### src/rtl/uart_rx_os.sv
// ============================================================================
// Module   : uart_rx_os
// Purpose  : Oversampling UART receiver with 2-of-3 mid-bit voting, parity and
//            stop-bit checks, and a valid/ready output holding register.
// Revision : 1.0
// ============================================================================
`default_nettype none

module uart_rx_os #(
    parameter int CLKS_PER_BIT = 16,
    parameter int DATA_BITS    = 8,
    parameter int PARITY_EN    = 1,
    parameter int PARITY_ODD   = 0
) (
    input  logic                 clk,
    input  logic                 reset,
    input  logic                 rxd,
    output logic [DATA_BITS-1:0] data,
    output logic                 valid,
    input  logic                 ready,
    output logic                 parity_err,
    output logic                 frame_err,
    output logic                 overrun,
    output logic                 busy
);

    localparam int CW = (CLKS_PER_BIT > 1) ? $clog2(CLKS_PER_BIT) : 1;
    localparam int BW = $clog2(DATA_BITS + 1);

    localparam logic [CW-1:0] C_LAST   = CW'(CLKS_PER_BIT - 1);
    localparam logic [CW-1:0] C_MID_M1 = CW'(CLKS_PER_BIT / 2 - 1);
    localparam logic [CW-1:0] C_MID    = CW'(CLKS_PER_BIT / 2);
    localparam logic [CW-1:0] C_MID_P1 = CW'(CLKS_PER_BIT / 2 + 1);
    localparam logic [BW-1:0] C_NBITS  = BW'(DATA_BITS);
    localparam logic          C_ODD    = (PARITY_ODD != 0);
    localparam logic          C_PAR_EN = (PARITY_EN != 0);

    typedef enum logic [2:0] {
        S_IDLE   = 3'd0,
        S_START  = 3'd1,
        S_DATA   = 3'd2,
        S_PARITY = 3'd3,
        S_STOP   = 3'd4,
        S_BREAK  = 3'd5
    } state_t;

    state_t               state_q,   state_d;
    logic                 sync1_q,   sync1_d;
    logic                 rxs_q,     rxs_d;
    logic                 rxs_prev_q, rxs_prev_d;
    logic                 armed_q,   armed_d;
    logic [CW-1:0]        cnt_q,     cnt_d;
    logic [BW-1:0]        bitn_q,    bitn_d;
    logic [1:0]           samp_q,    samp_d;
    logic [DATA_BITS-1:0] shift_q,   shift_d;
    logic                 par_q,     par_d;
    logic [DATA_BITS-1:0] data_q,    data_d;
    logic                 valid_q,   valid_d;
    logic                 perr_q,    perr_d;
    logic                 ferr_q,    ferr_d;
    logic                 ovr_q,     ovr_d;
    logic                 busy_q,    busy_d;

    logic w_fall;
    logic w_vote;
    logic w_decide;
    logic w_wrap;
    logic w_perr;
    logic w_accept;

    // Start detection is blocked until the line has been seen idle once, so a
    // line held low across reset release cannot look like a start edge.
    assign w_fall   = armed_q & rxs_prev_q & ~rxs_q;
    assign w_vote   = (samp_q[0] & samp_q[1]) | (samp_q[0] & rxs_q) | (samp_q[1] & rxs_q);
    assign w_decide = (cnt_q == C_MID_P1);
    assign w_wrap   = (cnt_q == C_LAST);
    assign w_perr   = C_PAR_EN & ((^shift_q) ^ par_q ^ C_ODD);
    assign w_accept = ~valid_q | ready;

    always_comb begin
        state_d    = state_q;
        sync1_d    = rxd;
        rxs_d      = sync1_q;
        rxs_prev_d = rxs_q;
        armed_d    = armed_q | rxs_q;
        cnt_d      = w_wrap ? '0 : cnt_q + 1'b1;
        bitn_d     = bitn_q;
        samp_d     = samp_q;
        shift_d    = shift_q;
        par_d      = par_q;
        data_d     = data_q;
        valid_d    = valid_q & ~ready;
        perr_d     = perr_q;
        ferr_d     = 1'b0;
        ovr_d      = 1'b0;
        busy_d     = busy_q;

        if (cnt_q == C_MID_M1) samp_d[0] = rxs_q;
        if (cnt_q == C_MID)    samp_d[1] = rxs_q;

        case (state_q)
            S_IDLE: begin
                cnt_d = '0;
                if (w_fall) begin
                    state_d = S_START;
                    busy_d  = 1'b1;
                end
            end
            S_START: begin
                if (w_decide && w_vote) begin
                    state_d = S_IDLE;
                    busy_d  = 1'b0;
                    cnt_d   = '0;
                end else if (w_wrap) begin
                    state_d = S_DATA;
                    bitn_d  = '0;
                end
            end
            S_DATA: begin
                if (w_decide) begin
                    shift_d = {w_vote, shift_q[DATA_BITS-1:1]};
                    bitn_d  = bitn_q + 1'b1;
                end
                if (w_wrap && (bitn_q == C_NBITS)) begin
                    state_d = C_PAR_EN ? S_PARITY : S_STOP;
                end
            end
            S_PARITY: begin
                if (w_decide) par_d = w_vote;
                if (w_wrap)   state_d = S_STOP;
            end
            S_STOP: begin
                if (w_decide) begin
                    busy_d = 1'b0;
                    cnt_d  = '0;
                    if (w_vote) begin
                        state_d = S_IDLE;
                        // A completing handshake frees the holding register this cycle.
                        if (w_accept) begin
                            data_d  = shift_q;
                            perr_d  = w_perr;
                            valid_d = 1'b1;
                        end else begin
                            ovr_d = 1'b1;
                        end
                    end else begin
                        state_d = S_BREAK;
                        ferr_d  = 1'b1;
                    end
                end
            end
            S_BREAK: begin
                cnt_d = '0;
                if (rxs_q) state_d = S_IDLE;
            end
            default: begin
                state_d = S_IDLE;
                cnt_d   = '0;
                busy_d  = 1'b0;
            end
        endcase
    end

    always_ff @(posedge clk or negedge reset) begin
        if (!reset) begin
            state_q    <= S_IDLE;
            sync1_q    <= 1'b1;
            rxs_q      <= 1'b1;
            rxs_prev_q <= 1'b1;
            armed_q    <= 1'b0;
            cnt_q      <= '0;
            bitn_q     <= '0;
            samp_q     <= '0;
            shift_q    <= '0;
            par_q      <= 1'b0;
            data_q     <= '0;
            valid_q    <= 1'b0;
            perr_q     <= 1'b0;
            ferr_q     <= 1'b0;
            ovr_q      <= 1'b0;
            busy_q     <= 1'b0;
        end else begin
            state_q    <= state_d;
            sync1_q    <= sync1_d;
            rxs_q      <= rxs_d;
            rxs_prev_q <= rxs_prev_d;
            armed_q    <= armed_d;
            cnt_q      <= cnt_d;
            bitn_q     <= bitn_d;
            samp_q     <= samp_d;
            shift_q    <= shift_d;
            par_q      <= par_d;
            data_q     <= data_d;
            valid_q    <= valid_d;
            perr_q     <= perr_d;
            ferr_q     <= ferr_d;
            ovr_q      <= ovr_d;
            busy_q     <= busy_d;
        end
    end

    assign data       = data_q;
    assign valid      = valid_q;
    assign parity_err = perr_q;
    assign frame_err  = ferr_q;
    assign overrun    = ovr_q;
    assign busy       = busy_q;

endmodule

`default_nettype wire

### config.mk
export PLATFORM = sky130hd
export DESIGN_NAME = uart_rx_os
export DESIGN_NICKNAME = d
export VERILOG_FILES = /design/src/rtl/uart_rx_os.sv
export SDC_FILE = /design/constraint.sdc
export NUM_CORES = 1
export LEC_CHECK = 0
export CAP_MARGIN = 10
export CORE_MARGIN = 2
export CORE_UTILIZATION = 31
export DETAILED_ROUTE_END_ITERATION = 8
export SKIP_CTS_REPAIR_TIMING = 1
export SLEW_MARGIN = 15
export SYNTH_ARGS = -nofsm -noshare
export SYNTH_HDL_FRONTEND = slang
export SYNTH_SLANG_ARGS = --single-unit
### constraint.sdc
create_clock -name clk -period 2.7 [get_ports clk]
set_clock_uncertainty 0.05 [all_clocks]
set_input_delay 0.27 -clock clk [delete_from_list [all_inputs] [get_ports clk]]
set_output_delay 0.27 -clock clk [all_outputs]
set_load 0.1 [all_outputs]
==> results of run 1 <==
==> metrics by stage <==
stage          total power (µW)  worst slack (ns)  instances  utilization (%)  instance area (µm²)
6_report                   1499            0.5442        243            36.59                 2141
5_1_grt                    1619            0.4391        243            36.59                 2141
4_1_cts                    1525            0.5077        243            36.59                 2141
3_5_place_dp               1125            0.5116        235            35.07                 2052
3_3_place_gp               1119            0.5784        235            35.07                 2052
2_1_floorplan              1045            0.7619        148                -                 1863
==> power breakdown <==
part           total [µW]  internal, µW  switching (µW)
clock                 389           180             209
combinational         377           175             202
sequential            733           659            73.8
total                1500          1010             485
==> sequential cells by signal, summed over array words and instances (netlist names) <==
register	cells
data	8
shift_q	8
bitn_q	4
cnt_q	4
state_q	3
samp_q	2
armed_q	1
busy	1
frame_err	1
overrun	1
par_q	1
parity_err	1
rxs_d	1
rxs_prev_d	1
rxs_prev_q	1
valid	1
==> worst max-delay path, cell delays in order (launching register included) <==
cell,delay [ns]
sky130_fd_sc_hd__dfstp_2,0.59
sky130_fd_sc_hd__maj3_2,0.29
sky130_fd_sc_hd__nand2_2,0.10
sky130_fd_sc_hd__or3b_1,0.63
sky130_fd_sc_hd__mux2_4,0.38
==> cell families (layout without fill, tap and decap cells) <==
family / count (synthesis) / count (layout) / share of synthesized area [%]
mux: 21 / 21 / 14.51
buf+inv: 14 / 34 / 4.097
compound gates: 18 / 18 / 6.447
xor+xnor: 10 / 10 / 5.440
fa+ha+maj: 6 / 6 / 3.962
flops: 39 / 39 / 52.59
simple gates: 40 / 40 / 12.96
==> metal layers <==
| metal | routed length, µm | part of all wire [%] | vias to the layer above |
|---|---|---|---|
| li1 | - | - | 558 |
| met1 | 1461 | 48 | 550 |
| met2 | 1397 | 46 | 22 |
| met3 | 123 | 4.0 | 5 |
| met4 | 80 | 2.6 | 0 |
| met5 | 0 | 0 | - |
==> area by class of cell <==
| cell class | instances | area (µm²) |
|---|---|---|
| fillers | 559 | 3710 |
| flip-flops and latches | 39 | 979.7 |
| multi-input cells | 95 | 807.0 |
| repair buffers | 19 | 145.1 |
| well taps | 75 | 93.84 |
| clock buffers | 5 | 68.82 |
| inverters | 7 | 26.28 |
| clock inverters | 3 | 20.02 |
==> synth_stat cells <==
master	count
sky130_fd_sc_hd__dfrtp_1	36
sky130_fd_sc_hd__mux2_2	12
sky130_fd_sc_hd__mux2_4	9
sky130_fd_sc_hd__nor2_1	9
sky130_fd_sc_hd__inv_1	7
sky130_fd_sc_hd__xnor2_1	6
sky130_fd_sc_hd__ha_1	5
sky130_fd_sc_hd__o21ai_0	5
sky130_fd_sc_hd__nand3_1	4
sky130_fd_sc_hd__dfstp_2	3
sky130_fd_sc_hd__nand3b_1	3
sky130_fd_sc_hd__nand4_1	3
sky130_fd_sc_hd__nor3_1	3
sky130_fd_sc_hd__xor2_1	3
sky130_fd_sc_hd__a21oi_1	2
sky130_fd_sc_hd__a22oi_1	2
sky130_fd_sc_hd__a31oi_1	2
sky130_fd_sc_hd__and3_1	2
sky130_fd_sc_hd__buf_4	2
sky130_fd_sc_hd__buf_6	2
sky130_fd_sc_hd__clkbuf_1	2
sky130_fd_sc_hd__nand2_1	2
sky130_fd_sc_hd__nand2b_1	2
sky130_fd_sc_hd__nor2b_1	2
sky130_fd_sc_hd__nor4bb_1	2
sky130_fd_sc_hd__o22ai_1	2
sky130_fd_sc_hd__a2111o_1	1
sky130_fd_sc_hd__a21o_1	1
sky130_fd_sc_hd__a22o_1	1
sky130_fd_sc_hd__and2_1	1
sky130_fd_sc_hd__and3b_1	1
sky130_fd_sc_hd__buf_2	1
sky130_fd_sc_hd__maj3_2	1
sky130_fd_sc_hd__nand2_2	1
sky130_fd_sc_hd__nor3b_1	1
sky130_fd_sc_hd__o311ai_0	1
sky130_fd_sc_hd__o31a_1	1
sky130_fd_sc_hd__or2_2	1
sky130_fd_sc_hd__or3b_1	1
sky130_fd_sc_hd__or3b_4	1
sky130_fd_sc_hd__or4bb_1	1
sky130_fd_sc_hd__xnor3_1	1
==> worst paths after layout <==
path / startpoint / end / slack, ns / cells after the start
min: reset / data[7] / 0.03 / 1
min in group clk: rxs_d / rxs_prev_d / 0.31 / 0
max reg2reg: rxs_prev_d / data[6] / 0.54 / 4
max in group asynchronous: reset / cnt_q[1] / 2.02 / 1
max: rxs_prev_d / data[6] / 0.54 / 4
min reg2reg: rxs_d / rxs_prev_d / 0.31 / 0
==> layout by cell type, fill, tap and decap left out, types with 3 or more instances in the layout <==
master,synthesis,routed
sky130_fd_sc_hd__nand3_1,4,4
sky130_fd_sc_hd__clkbuf_8,0,5
sky130_fd_sc_hd__nor2_1,9,9
sky130_fd_sc_hd__dfrtp_1,36,36
sky130_fd_sc_hd__nand4_1,3,3
sky130_fd_sc_hd__buf_4,2,16
sky130_fd_sc_hd__dfstp_2,3,3
sky130_fd_sc_hd__mux2_2,12,12
sky130_fd_sc_hd__inv_1,7,7
sky130_fd_sc_hd__xnor2_1,6,6
sky130_fd_sc_hd__nor3_1,3,3
sky130_fd_sc_hd__mux2_4,9,9
sky130_fd_sc_hd__nand3b_1,3,3
sky130_fd_sc_hd__xor2_1,3,3
sky130_fd_sc_hd__o21ai_0,5,5
sky130_fd_sc_hd__ha_1,5,5
==> out/results.ini, run 1 <==
[place]
gp_congestion = 0.7911
placement.io_buffers = 16
detailed_place_hpwl_mm = 2.149

[logic_synthesis]
synth_top_area_share_pct = 48.35
synth_area_leaders = sky130_fd_sc_hd__dfrtp_1, sky130_fd_sc_hd__mux2_4, sky130_fd_sc_hd__mux2_2, sky130_fd_sc_hd__dfstp_2, sky130_fd_sc_hd__ha_1
yosys.cell_types.count = 42
yosys_register_bits = 39
avgSynthCellArea_um2 = 12.59
post_synth_inst_count = 148
ys_seq_area_share_pct = 52.59
post-synth-top-area-cell = sky130_fd_sc_hd__dfrtp_1
synth.net_count = 157
ys_warn_count = 0
netlist_area_um2 = 1863

[setup_path]
worstPathArrival_ns = 2.28
timing.critical_path.fanout_max = 9
critical_path_required_ns = 2.83
endpoint_kind = flop
critPathLaunchType = flop
worst-setup-path-type = flop to flop

[global_route]
global_route.usage.met2_pct = 15.16
grt_antenna_before_repair = 0
grt_first_pass_wirelength_mm = 5.216
grt_max_degree = 40
use_met3_pct = 2.527
grt_overflow_total = 0
track_usage_pct = 10.36
grt_pass1_vias = 1042
global_route.peak_usage_layer = met2
groute.layer.met1.usage_pct = 14.03

[cts]
buffers_from_clock_root_to_sink_at_most = 2
cts-htree-levels = 2
tritoncts_clock_tree = done
clock_sinks = 39
clk_transition_reported_paths_ns = 0.08
cts_made_buffers = 5
clk-insertion-delay-late_ns = 0.29
cts_root_buffer = sky130_fd_sc_hd__clkbuf_8

[pwr]
ir_worst_vdd_v = 0.0002610
power_density_nw_per_um2 = 700.3
power_leakage_uw = 0.001052

[die]
io_pins = 17
die_area_um2 = 6646
chipHeight_um = 81.52
floorplan.rows = 28
floorplan.initialDensity_pct = 31.84
fp.coreArea_um2 = 5851
chipWidth_um = 81.52

[timing]
fin_setup_tns_ns = 0
final.period_utilization_pct = 79.84
hold-worst-slack_ns = 0.02634
timing.slew.headroom_pct = 42.84
slew_at_the_pin_with_the_worst_max_slew_slack_ns = 0.8573
finalHoldViolations = 0
period_minus_slack_ns = 2.156
fmax_ghz = 0.4639
finalSetupViolCount = 0
report.final.slew_viol_count = 0
grt_setup_unrepaired = no

[routing]
dr.pass1.iters = 5
avgViaCountPerCell = 4.671
via_count = 1135
drt-initial-drc-count = 69
final_wl_mm = 3.063
postRouteAntennaNets = 0
post_drt_wl_per_cell_um = 12.60
drc = 0

[layout]
area_growth_syn_to_layout_pct = 14.91
num_antenna_cells = 0
design.final.nets = 176
layout_cell_share_with_drive_strength_beyond_1_pct = 31.55

[run]
max_cap_violations = 0

[worst_hold_path]
hold_path_class = primary input to async pin

[run_status]
status = complete, no violations

(Power assumes the default switching activity.)
==> run 2, diff against run 1 <==
- clock period: 2.7 -> 2.1 ns (I/O delays scaled with it)
==> run 2 against run 1 <==
The flow now finishes with violations (negative hold slack). Register-to-register slack worse by 0.42 ns. Sequential power is 25% higher. Largest power group unchanged. First-iteration DRC count is 12% higher. Highest routed layer unchanged. Cell count is 2.1% higher. Wire length is 3.4% higher. Core utilization is 1.0 points higher. Worst setup slack worse by 0.42 ns. Sequential share of layout area is 1.3 points lower. Combinational power is 46% higher. Hold slack worse by 0.067 ns.
==> out/results.ini, run 2 (same netlist as run 1, synthesis figures left out) <==
[layout]
area_growth_syn_to_layout_pct = 18.20
layout.cells.non_filler = 248  ; +2.1%
layout_cell_share_with_drive_strength_beyond_1_pct = 33.53  ; +2.0 points
commonest_cells_after_routing_fill_and_taps_aside = sky130_fd_sc_hd__dfrtp_1, sky130_fd_sc_hd__buf_4, sky130_fd_sc_hd__mux2_2
num_antenna_cells = 0  ; unchanged
layout.cells.most_common = sky130_fd_sc_hd__dfrtp_1
final_core_utilization_pct = 37.64  ; +1.0 points
design.final.nets = 181  ; +2.8%

[global_route]
grt_first_pass_wirelength_mm = 5.347  ; +2.5%
track_usage_pct = 10.63  ; +0.27 points
grt_overflow_total = 0  ; unchanged
grt_pass1_vias = 1097  ; +5.3%
grt_antenna_before_repair = 0  ; unchanged
grt_max_degree = 40  ; unchanged

[setup_path]
worst_r2r_startpoint = rxs_prev_d
worstPathArrival_ns = 2.10  ; -0.18 ns
worst-setup-path-type = flop to flop
endpoint_kind = flop
worst-r2r-setup-slack_ns = 0.13  ; -0.42 ns
critPathLaunchType = flop
r2r_end = data[6]
timing.critical_path.fanout_max = 9  ; unchanged
worstRegToRegCells = 5  ; +1
critical_path_required_ns = 2.23  ; -0.60 ns

[pwr]
fin_total_pwr_uw = 2098  ; +40%
ir_worst_vdd_v = 0.0005603  ; +110%
power_density_nw_per_um2 = 952.9  ; +36%
power_leakage_uw = 0.001093  ; +3.9%

[routing]
post_drt_wl_per_cell_um = 12.77  ; +1.3%
avgViaCountPerCell = 4.629  ; -0.89%
drt-initial-drc-count = 77  ; +12%
dr.pass1.iters = 4  ; -1
postRouteAntennaNets = 0  ; unchanged
drc = 0  ; unchanged
final_wl_mm = 3.168  ; +3.4%
via_count = 1148  ; +1.1%

[cts]
cts_made_buffers = 5  ; unchanged
cts-htree-levels = 2  ; unchanged
tritoncts_clock_tree = done
clk-insertion-delay-late_ns = 0.30  ; about the same
cts_root_buffer = sky130_fd_sc_hd__clkbuf_8
clk_transition_reported_paths_ns = 0.08  ; about the same
buffers_from_clock_root_to_sink_at_most = 2  ; unchanged
clock_sinks = 39  ; unchanged

[timing]
grt_setup_unrepaired = no
fin_setup_tns_ns = 0  ; unchanged
slew_at_the_pin_with_the_worst_max_slew_slack_ns = 0.8458  ; -0.01151 ns
layout_setup_ws_ns = 0.1276  ; -0.4166 ns
period_minus_slack_ns = 1.972  ; -0.1834 ns
fmax_ghz = 0.5070  ; +9.3%
hold-worst-slack_ns = -0.04111  ; -0.06745 ns
finalHoldViolations = 36  ; +36
finalSetupViolCount = 0  ; unchanged
report.final.slew_viol_count = 0  ; unchanged
timing.slew.headroom_pct = 43.61  ; +0.77 points
final.period_utilization_pct = 93.92  ; +14 points

[place]
detailed_place_hpwl_mm = 2.154  ; +0.24%
placement.io_buffers = 16  ; unchanged
numPlacedInstances = 240  ; +2.1%
place_ws_ns = 0.1284  ; -0.3832 ns
gp_congestion = 0.7508  ; -5.1%

[die]
io_pins = 17  ; unchanged
fp.coreArea_um2 = 5851  ; unchanged
floorplan.rows = 28  ; unchanged
chipHeight_um = 81.52  ; unchanged
die_area_um2 = 6646  ; unchanged
floorplan.initialDensity_pct = 31.84  ; unchanged
chipWidth_um = 81.52  ; unchanged

[run_status]
status = finished with violations
violations = negative hold slack

[worst_hold_path]
hold_path_class = primary input to async pin

[run]
max_cap_violations = 0  ; unchanged

-- run 2: changes by cell type in the layout (fill, tap and decap cells not counted) --
cell and change:
sky130_fd_sc_hd__buf_4 +5, sky130_fd_sc_hd__bufinv_16 +1, sky130_fd_sc_hd__clkinv_4 +1, sky130_fd_sc_hd__clkinvlp_4 -2
-- run 2: area by class of cell --
class	instances	area [µm²]
fillers	552	3649
clock buffers	5	68.82
multi-input cells	95	807.0
well taps	75	93.84
inverters	7	26.28
repair buffers	24	182.7
flip-flops and latches	39	979.7
clock inverters	3	43.79
-- run 2: worst max path at each step --
stage,slack (ns),end,cells after the start,startpoint
after floorplan,0.16,data[0],4,valid
after global placement,0.15,data[4],5,rxs_prev_d
after detailed placement,0.13,data[5],5,rxs_prev_d
after CTS,0.11,data[6],5,rxs_prev_d
after global routing,0.06,data[6],7,cnt_q[1]
final,0.13,data[6],5,rxs_prev_d
-- run 2: worst max-delay path, cell delays in order, from the launching register on --
cell and delay (ns):
sky130_fd_sc_hd__dfstp_2 0.59, sky130_fd_sc_hd__maj3_2 0.24, sky130_fd_sc_hd__nand2_2 0.09, sky130_fd_sc_hd__or3b_1 0.37, sky130_fd_sc_hd__buf_4 0.20, sky130_fd_sc_hd__mux2_4 0.31
-- run 2: stage by stage --
step                      hold WS (ns)  instance area (µm²)
after floorplan                -0.1356                 1863
after global placement          0.2961                 2090
after detailed placement        0.2968                 2090
after CTS                   -0.0005941                 2202
after global routing           0.04069                 2202
final                         -0.04111                 2202
-- run 2: power breakdown --
group	internal [µW]	switching, µW	leakage [µW]	total, µW
Combinational	257	295	0.000527	552
Sequential	847	71.5	0.000508	919
Clock	354	274	0.0000581	628
Total	1460	640	0.00109	2100
-- run 2: layer usage --
| metal | up-vias | track usage [%] | wire, µm |
|---|---|---|---|
| li1 | 565 | - | - |
| met4 | 0 | 5.593 | 76 |
| met5 | - | 0 | 0 |
| met1 | 562 | 14.56 | 1564 |
| met3 | 7 | 2.637 | 95 |
| met2 | 14 | 15.41 | 1431 |
==> run 3, diff against run 2 <==
- clock period: 2.1 -> 2 ns (I/O delays scaled with it)
==> run 3 against run 2 <==
The flow now finishes without violations. Global-route usage up 0.43 points. Sequential share of layout area fell by 1.3 points. Power grew 6.7%. Wire length increased by 1.8%. Critical path type unchanged. Largest power group unchanged.
==> out/results.ini, run 3 (same netlist as run 1, synthesis figures left out) <==
[place]
placement.io_buffers = 16  ; unchanged
numPlacedInstances = 246  ; +2.5%
detailed_place_hpwl_mm = 2.339  ; +8.6%
gp_congestion = 0.7687  ; +2.4%

[global_route]
grt_max_degree = 17  ; -57%
grt_overflow_total = 0  ; unchanged
grt_pass1_vias = 1125  ; +2.6%
grt_first_pass_wirelength_mm = 5.575  ; +4.3%
grt_antenna_before_repair = 0  ; unchanged
track_usage_pct = 11.06  ; +0.43 points

[pwr]
power_leakage_uw = 0.001130  ; +3.4%
ir_worst_vdd_v = 0.0003849  ; -31%
power_density_nw_per_um2 = 988.1  ; +3.7%
share_comb_of_total_power_pct = 27.3  ; +1.0 points
p_seq_share_pct = 42.5  ; -1.3 points
clock_power_share_pct = 30.2  ; +0.3 points
fin_total_pwr_uw = 2240  ; +6.7%
swShare_pct = 29.36  ; -1.1 points
p_int_uw = 1582  ; +8.5%
power.net_switching_uw = 657.6  ; +2.8%

[die]
chipHeight_um = 81.52  ; unchanged
floorplan.initialDensity_pct = 31.84  ; unchanged
fp.coreArea_um2 = 5851  ; unchanged
floorplan.rows = 28  ; unchanged
io_pins = 17  ; unchanged
chipWidth_um = 81.52  ; unchanged
die_area_um2 = 6646  ; unchanged

[setup_path]
worst-setup-path-type = flop to flop
cp_cell_instances = inv_1 > ha_1 > and3b_2 > nand2_2 > or3b_1 > buf_6 > mux2_4
worstPathArrival_ns = 2.01  ; -0.09 ns
endpoint_kind = flop
timing.critical_path.fanout_max = 9  ; unchanged
critical_path_required_ns = 2.13  ; -0.10 ns
cp.depth = 7  ; +2
timing.critical_path.slowest_stage_cell = sky130_fd_sc_hd__dfrtp_1
cp_top_family = simple AND/OR/NAND/NOR gates
critPathLaunchType = flop
worstRegToRegCells = 7  ; +2
critical_path_buf_inv_count = 2  ; +1
critical-path-max-stage-delay_ns = 0.39  ; -0.20 ns

[cts]
cts-htree-levels = 2  ; unchanged
buffers_from_clock_root_to_sink_at_most = 2  ; unchanged
cts_root_buffer = sky130_fd_sc_hd__clkbuf_8
clk-insertion-delay-late_ns = 0.30  ; about the same
clk_transition_reported_paths_ns = 0.08  ; about the same
tritoncts_clock_tree = done
cts_made_buffers = 5  ; unchanged
clock_sinks = 39  ; unchanged

[routing]
postRouteAntennaNets = 0  ; unchanged
post_drt_wl_per_cell_um = 12.65  ; -1.0%
avgViaCountPerCell = 4.667  ; +0.81%
dr.pass1.iters = 4  ; unchanged
via_count = 1190  ; +3.7%
drt-initial-drc-count = 62  ; -19%
drc = 0  ; unchanged
final_wl_mm = 3.225  ; +1.8%

[worst_hold_path]
hold_path_class = primary input to async pin

[layout]
commonest_cells_after_routing_fill_and_taps_aside = sky130_fd_sc_hd__dfrtp_1, sky130_fd_sc_hd__buf_4, sky130_fd_sc_hd__mux2_2
multi_input_combinational_cell_area_um2 = 808.3  ; +0.16%
layout_cell_share_with_drive_strength_beyond_1_pct = 36.11  ; +2.6 points
final-seq-area_um2 = 979.7  ; unchanged
layout.cells.non_filler = 255  ; +2.8%
design.final.nets = 188  ; +3.9%
layout.cells.most_common = sky130_fd_sc_hd__dfrtp_1
final_core_utilization_pct = 38.75  ; +1.1 points
n_fill_cell = 555  ; +0.54%
area_growth_syn_to_layout_pct = 21.69
num_antenna_cells = 0  ; unchanged

[run_status]
status = complete, no violations

[timing]
finalSetupViolCount = 0  ; unchanged
slew_at_the_pin_with_the_worst_max_slew_slack_ns = 0.4263  ; -0.4196 ns
fin_setup_tns_ns = 0  ; unchanged
hold-worst-slack_ns = 0.2616  ; +0.3027 ns
period_minus_slack_ns = 1.885  ; -0.08757 ns
finalHoldViolations = 0  ; -100%
fmax_ghz = 0.5305  ; +4.6%
final.period_utilization_pct = 94.24  ; +0.32 points
timing.slew.headroom_pct = 71.19  ; +28 points
grt_setup_unrepaired = no
report.final.slew_viol_count = 0  ; unchanged

[run]
max_cap_violations = 0  ; unchanged

==> run 3: changes by cell type in the layout (fill, tap and decap cells not counted) <==
cell	delta
sky130_fd_sc_hd__and3b_1	-1
sky130_fd_sc_hd__and3b_2	+1
sky130_fd_sc_hd__buf_4	+5
sky130_fd_sc_hd__buf_6	+1
sky130_fd_sc_hd__clkbuf_8	+1
sky130_fd_sc_hd__clkinv_4	-1
sky130_fd_sc_hd__dlygate4sd3_1	+1
==> run 3: layout make-up <==
| type | instances | share of cell area [%] |
|---|---|---|
| Clock buffer | 6 | 3.642 |
| Clock inverter | 2 | 1.545 |
| Inverter | 7 | 1.159 |
| Multi-Input combinational cell | 95 | 35.65 |
| Sequential cell | 39 | 43.21 |
| Tap cell | 75 | 4.139 |
| Timing Repair Buffer | 31 | 10.65 |
==> run 3: routing by layer <==
metal	vias up	track usage [%]	part of all wire, %
met1	577	15.89	50
li1	586	-	-
met3	6	2.857	3.2
met5	-	0	0
met2	21	15.49	45
met4	0	5.085	2.3
==> run 3: worst paths after layout <==
kind	startpoint	endpoint	slack [ns]
worst max-delay path	cnt_q[1]	data[3]	0.12
worst min-delay path	reset	data[7]	0.26
worst max register to register	cnt_q[1]	data[3]	0.12
worst min register to register	rxs_d	rxs_prev_d	0.31
max in group asynchronous	reset	rxs_prev_q	1.09
min in group clk	rxd	rxs_d	0.26
==> run 3: metrics by stage <==
step | worst slack, ns | instance area (µm²)
after global routing | 0.02143 | 2267
after global placement | 0.1109 | 2135
after detailed placement | 0.07420 | 2135
after floorplan | 0.06186 | 1863
after CTS | 0.06442 | 2252
final | 0.1152 | 2267
==> run 3: power groups by stage <==
stage,Clock (µW),Combinational (µW),Sequential (µW)
3_5_place_dp,0,611,970
3_3_place_gp,0,610,968
2_1_floorplan,0,427,984
4_1_cts,691,615,954
5_1_grt,723,692,965
6_report,676,611,952
